<file path="src/rtl/max_pool_stream.sv">
// Streaming non-overlapping POOLxPOOL max-pool over IEEE-754 pixels in raster order.
// Define MAXPOOL_ARGMAX_EN to add Idx_Out, the in-window raster index of each maximum.
module max_pool_stream #(
    parameter int DATA_W = 32,
    parameter int IMG_W  = 28,
    parameter int IMG_H  = 28,
    parameter int POOL   = 2
) (
    input  logic              clk,
    input  logic              rst,
    input  logic [DATA_W-1:0] Data_In,
    input  logic              Valid_In,
    output logic [DATA_W-1:0] Data_Out,
    output logic              Valid_Out,
    output logic              Frame_Done
`ifdef MAXPOOL_ARGMAX_EN
    ,
    output logic [$clog2(POOL*POOL)-1:0] Idx_Out
`endif
);

    localparam int SEGS  = IMG_W / POOL;
    localparam int WROWS = IMG_H / POOL;
    localparam int IW    = $clog2(POOL * POOL);
    localparam int PW    = $clog2(POOL);
    localparam int SW    = (SEGS > 1) ? $clog2(SEGS) : 1;
    localparam int RW    = (WROWS > 1) ? $clog2(WROWS) : 1;

    typedef struct packed {
        logic [DATA_W-1:0] d;
`ifdef MAXPOOL_ARGMAX_EN
        logic [IW-1:0]     idx;
`endif
    } ent_t;

    // Sign-magnitude to unsigned ordering key: negatives inverted, positives above them.
    function automatic logic [DATA_W-1:0] okey(input logic [DATA_W-1:0] x);
        return x[DATA_W-1] ? ~x : (x | {1'b1, {(DATA_W-1){1'b0}}});
    endfunction

    // a is the earlier pixel; it survives ties.
    function automatic ent_t pick(input ent_t a, input ent_t b);
        return (okey(b.d) > okey(a.d)) ? b : a;
    endfunction

    logic [PW-1:0] px;    // col % POOL
    logic [SW-1:0] seg;   // col / POOL
    logic [PW-1:0] pr;    // row % POOL
    logic [RW-1:0] wr;    // row / POOL

    ent_t h_max;
    ent_t lbuf [SEGS];
    ent_t cur, m, merged;

    logic last_px, last_seg, last_pr, last_wr;

    assign last_px  = (px  == PW'(POOL - 1));
    assign last_seg = (seg == SW'(SEGS - 1));
    assign last_pr  = (pr  == PW'(POOL - 1));
    assign last_wr  = (wr  == RW'(WROWS - 1));

    always_comb begin
        cur   = '0;
        cur.d = Data_In;
`ifdef MAXPOOL_ARGMAX_EN
        cur.idx = IW'(32'(pr) * POOL + 32'(px));
`endif
        m      = pick(h_max, cur);
        merged = pick(lbuf[seg], m);
    end

    // Top row of a window band overwrites, so stale contents after reset never leak.
    always_ff @(posedge clk) begin
        if (!rst && Valid_In && last_px && !last_pr)
            lbuf[seg] <= (pr == '0) ? m : merged;
    end

    always_ff @(posedge clk) begin
        if (rst) begin
            px         <= '0;
            seg        <= '0;
            pr         <= '0;
            wr         <= '0;
            h_max      <= '0;
            Data_Out   <= '0;
            Valid_Out  <= 1'b0;
            Frame_Done <= 1'b0;
`ifdef MAXPOOL_ARGMAX_EN
            Idx_Out    <= '0;
`endif
        end else begin
            Valid_Out  <= 1'b0;
            Frame_Done <= 1'b0;
            if (Valid_In) begin
                h_max <= (px == '0) ? cur : m;
                if (last_px && last_pr) begin
                    Data_Out   <= merged.d;
                    Valid_Out  <= 1'b1;
                    Frame_Done <= last_seg && last_wr;
`ifdef MAXPOOL_ARGMAX_EN
                    Idx_Out    <= merged.idx;
`endif
                end
                if (last_px) begin
                    px <= '0;
                    if (last_seg) begin
                        seg <= '0;
                        if (last_pr) begin
                            pr <= '0;
                            wr <= last_wr ? '0 : wr + 1'b1;
                        end else begin
                            pr <= pr + 1'b1;
                        end
                    end else begin
                        seg <= seg + 1'b1;
                    end
                end else begin
                    px <= px + 1'b1;
                end
            end
        end
    end

endmodule
</file>
<file path="config.mk">
export PLATFORM = sky130hd
export DESIGN_NAME = max_pool_stream
export DESIGN_NICKNAME = d
export VERILOG_FILES = /design/src/rtl/max_pool_stream.sv
export SDC_FILE = /design/constraint.sdc
export NUM_CORES = 1
export LEC_CHECK = 0
export CAP_MARGIN = 20
export CORE_UTILIZATION = 45
export DETAILED_ROUTE_END_ITERATION = 6
export SLEW_MARGIN = 10
export SYNTH_ARGS = -nofsm -noshare
export SYNTH_HDL_FRONTEND = slang
export SYNTH_SLANG_ARGS = --single-unit
</file>
<file path="constraint.sdc">
create_clock -name clk -period 6.1 [get_ports clk]
set_input_delay 0.915 -clock clk [delete_from_list [all_inputs] [get_ports clk]]
set_output_delay 0.915 -clock clk [all_outputs]
set_load 0.02 [all_outputs]
</file>
[After elaboration in Yosys (flattened, before gate mapping)]
Memory sizes are Yosys's and may differ from the RTL's. A register that Yosys moved wholly into a read port is not among the register bits.
Cells that the tools add are included.
Storage, ports and cells
  bits in registers: 76
  RAM bits: 448
  input port bits: 35
  output and inout port bits: 34
  memories: 1
Memories
  lbuf: words 14, bits a word 32, rd ports 1, clocked after Yosys merged registers in 1, write ports 1, RTL line 52  | ent_t lbuf [SEGS];
Cells by class
  add/subtract/negate cells: 4
  $lt $le $gt $ge: 2
  eq/ne operators: 2
  muxes and demuxes: 17
  bitwise gates (word level): 6
  reductions and logical operators: 13
Operator list (number)
  32-bit two-way mux: 8
  32-bit NOT: 4
  32-bit > comparator: 2
  4-bit two-way mux: 4
  4-bit by 1-bit adder with 4-bit output (second input constant): 2
  4-bit equality test (second input constant): 2
  1-bit logical AND: 5
  1-bit two-way mux: 5
  2-bit AND reduction: 2
  4-bit AND reduction: 1
  3-bit AND reduction: 1
  3-bit OR reduction: 1
  1-bit adder (second input constant): 2
  1-bit zero test: 2
  1-bit NOT: 2
  2-bit OR reduction: 1

[Depth between registers and ports, before layout]
  depth in word-level cells: 9
  mapped depth: 22
  gate-level depth less buffers: 17

[Worst setup path after synthesis]
Ideal clock, no wire load.
  path type: input to register
  start point: in Data_In[31]
  end point: mem lbuf[0][10] in the netlist's numbering (data pin)
  setup time: 0.285 ns
  data arrival time: 6.352 ns
  data required time: 5.815 ns
  setup slack: -0.537 ns
  stages: 21
  path buffers: 5
  cells stage by stage: clkbuf_1 clkbuf_1 xor2_1 ha_1 a21oi_1 nand2_1 a221o_1 o31a_1 o21ai_4 mux2i_4 buf_6 xor2_1 ha_1 nand3_1 or4_1 or3_1 o311ai_1 and3_1 buf_4 buf_6 mux2i_1
On the way
  cells in the longest elaborated chain, start to end: 9
RTL lines
  from (decl): RTL line 11  | input logic [DATA_W-1:0] Data_In,
  32-bit NOT: RTL line 38  | return x[DATA_W-1] ? ~x : (x | {1'b1, {(DATA_W-1){1'b0}}});
  32-bit two-way mux: RTL line 38
  32-bit > comparator: RTL line 43  | return (okey(b.d) > okey(a.d)) ? b : a;
  32-bit two-way mux (*): RTL line 43
  32-bit NOT: RTL line 38
  32-bit two-way mux: RTL line 38
  32-bit > comparator: RTL line 43
  32-bit two-way mux: RTL line 43
  32-bit two-way mux (*): RTL line 75  | lbuf[seg] <= (pr == '0) ? m : merged;
  to (decl): RTL line 52
Every way passes the cells marked *; elsewhere a longest branch is shown, timed or not.

[Worst setup path after layout]
  start point: in Data_In[7]
  end point: mem lbuf[6][11] in the netlist's numbering (data pin)
The elaborated chain is that of the path after synthesis.

==> flow_metrics.py <==
metrics = {
    "yosys": {
        "synth-seq-cells": 528,
        "synth_edf_count": 448,
        "synth_warnings": 0,
        "ys_types": 46,
        "syn-instance-count": 1566,
        "synth.cell_area_um2": 23800,
        "synth.avg_cell_area_um2": 15.2,
        "synth_ff_type": "edfxtp_1",
        "yosysSeqAreaShare_pct": 63.2,
        "synth-async-reset-ratio_pct": 0,
        "synth_fp_nets": 1665,
    },
    "sta": {
        "fmax_mhz": 171,
        "final_hold_viol_count": 0,
        "tightest_slew_ps": 950,
        "clock_skew_ps": 30.5,
        "fin_crit_ps": 5850,
        "setup_viol": 0,
        "timing.hold.ws_ps": 501,
        "drv_slew": 0,
        "period_share_pct": 95.9,
        "finalWorstSetupSlack_ps": 252,
        "slew_headroom_pct": 36.5,
    },
    "routing": {
        "ant_nets": 0,
        "viasPerCell": 5.57,
        "drcViolationCount": 0,
        "drt_iter0_drc": 1142,
        "vias": 14044,
        "wl_mm": 58.9,
        "avgRoutedWirePerCell_um": 23.4,
        "dr.pass1.iters": 5,
    },
    "critical_path": {
        "path_max_fanout": 11,
        "arrival_ps": 6240,
        "cp-end-kind": "register",
        "critical-path-max-stage-delay_ps": 500,
        "crit_buf_inv": 5,
        "worstPathRequired_ps": 6490,
        "crit_chain": "clkdlybuf4s50_1 > xor2_1 > ha_1 > a21oi_1 > o21ai_0 > a221o_1 > o31a_1 > o21ai_4 > mux2i_4 > clkbuf_16 > buf_4 > xor2_1 > ha_1 > a21oi_1 > o21ai_0 > a221oi_1 > o21ai_0 > nand4_1 > and3_4 > buf_12 > buf_12 > mux2i_2",
        "crit_family": "compound AO/OA/AOI/OAI gates",
        "worstSetupPathType": "in -> reg",
        "critPathLaunchType": "primary input",
        "crit_top_cell": "o21ai_0",
        "slowest_stage": "clkdlybuf4s50_1",
    },
    "power_and_ir_drop": {
        "p_leak_nw": 9.82,
        "power.density_nw_per_um2": 308,
        "peakVddDrop_v": 0.000214,
    },
    "grt": {
        "grt_max_degree": 109,
        "grt_antenna_before_repair": 0,
        "grt_pass1_wl_mm": 87.0,
        "grt_pass1_vias": 13913,
        "grtUsageTotal_pct": 22.0,
        "gr-total-overflow": 0,
    },
    "clocking": {
        "cts-hold-fix-buffers": 0,
        "cts_buffers": 55,
        "cts_tree": "yes",
        "htree_num_levels": 2,
        "clk_latency_ps": 630,
        "path_clk_slew_ps": 60,
        "clock_sinks": 528,
        "clockRootBuffer": "clkbuf_16",
        "cts_buffer_depth": 3,
    },
    "floorplan": {
        "core_um2": 51800,
        "ioPinCount": 69,
        "start_util_pct": 46.0,
        "die_x_um": 232,
        "num_rows": 83,
        "die_h_um": 232,
        "dieArea_um2": 53800,
    },
    "finish": {
        "nFillCells": 4048,
        "seq_area_um2": 15100,
        "finalNonFillerCells": 2522,
        "area_growth_pct": 23.2,
        "layout_commonest_cell": "edfxtp_1",
        "multi_input_area_um2": 8950,
        "nNetsFinal": 1896,
        "drive_above_1_share_pct": 24.3,
        "final_cell_mix": "448 x edfxtp_1, 155 x buf_4, 120 x mux2i_1",
        "antenna_cells": 0,
    },
    "run_status": {
        "status": "finished, final reports clean",
    },
    "place": {
        "place_ws_ps": -599,
        "routabilityCongestion": 0.845,
        "io_buffers": 68,
        "hpwlAfterDp_mm": 36.6,
        "dp.cells": 2389,
    },
    "min_path": {
        "hp-class": "reg -> reg",
    },
    "job": {
        "cap_violations": 0,
    },
}
## stage by stage
stage	setup TNS, ps	instance area, um2	utilization (%)	power (W)
CTS	0	28700	55.4	0.00895
floorplan	-29610	24200	-	0.00517
detailed placement	-241230	27000	52.1	0.00577
global placement	-187500	27000	52.1	0.00575
finish	0	29300	56.6	0.00903
global route	-302	29300	56.6	0.00938
## cell families after synthesis
logic type	share of synthesized area, %
DFF	63.2
and+or+nand+nor	6.41
muxes	15.9
AOI/OAI and AO/OA	4.48
xor gates and xnor gates	4.67
buffers and inverters	2.01
adders and majority gates	3.36
## synthesized netlist by cell type, types with 2 or more instances
cell	n	area, um2
edfxtp_1	448	13500
or3_1	3	18.8
or4_1	2	15.0
xor2_1	63	552
xnor2_1	64	561
nor2_1	125	469
nand2_1	23	86.3
nor3_1	7	35.0
inv_1	3	11.3
nand3_1	10	50.1
a21o_1	4	30.0
a211oi_1	6	45.0
o211ai_1	3	22.5
nand2b_1	69	432
buf_2	16	80.1
buf_1	11	41.3
a31oi_1	32	200
dfxtp_1	80	1600
ha_1	64	801
and3_1	3	18.8
a21oi_1	92	460
clkbuf_1	60	225
o21ai_0	43	215
nand4_1	12	75.1
buf_4	7	52.6
nor3b_1	33	248
nor2b_1	4	25.0
mux2i_1	159	1590
nor4_1	3	18.8
buf_6	6	67.6
mux4_2	96	2160
## metal layers
layer | vias up | track usage, % | routed length [um]
met5 | - | 0 | 0
met4 | 0 | 6.04 | 1140
met3 | 66 | 4.24 | 4200
met2 | 413 | 35.3 | 28200
li1 | 6484 | - | -
met1 | 7081 | 30.7 | 25400
## repair_timing
action                                  in CTS  in global routing
buffers inserted                             0                 23
resized for setup                            0                 11
endpoints found under the setup margin       0                448
## flip-flops by register name, summed over array words and instances (netlist names), named ones only
name	count
Data_Out	32
lbuf	448
h_max	32
last_px	1
seg	4
last_pr	1
Valid_Out	1
Frame_Done	1
wr	4
## path summary, 6_finish.rpt
kind	to	cells after the start	slack, ps	from
setup reg to reg	lbuf[6][11]$_DFFE_PP_	22	420	h_max[31]$_SDFFE_PP0P_
setup / recovery	lbuf[6][11]$_DFFE_PP_	22	250	Data_In[7]
hold / removal	h_max[18]$_SDFFE_PP0P_	2	500	h_max[18]$_SDFFE_PP0P_
hold reg to reg	h_max[18]$_SDFFE_PP0P_	2	500	h_max[18]$_SDFFE_PP0P_
## tightest hold or removal path, stage by stage, from the launching register on
cell and delay [ps]:
dfxtp_1 330, nand2b_1 70, mux2i_1 60
## layout make-up
type | instances | share of cell area, %
clock buffer | 73 | 5.16
clock inverter | 29 | 0.665
inverter | 3 | 0.0384
multi-input combinational | 941 | 30.5
sequential | 528 | 51.4
tap | 680 | 2.90
timing repair buffer | 268 | 9.34
## where the power goes
part | switching (W) | internal (W) | total [W]
Sequential | 0.0000307 | 0.00410 | 0.00413
Combinational | 0.000913 | 0.000804 | 0.00172
Clock | 0.00140 | 0.00179 | 0.00318
(Power assumes the default switching activity.)
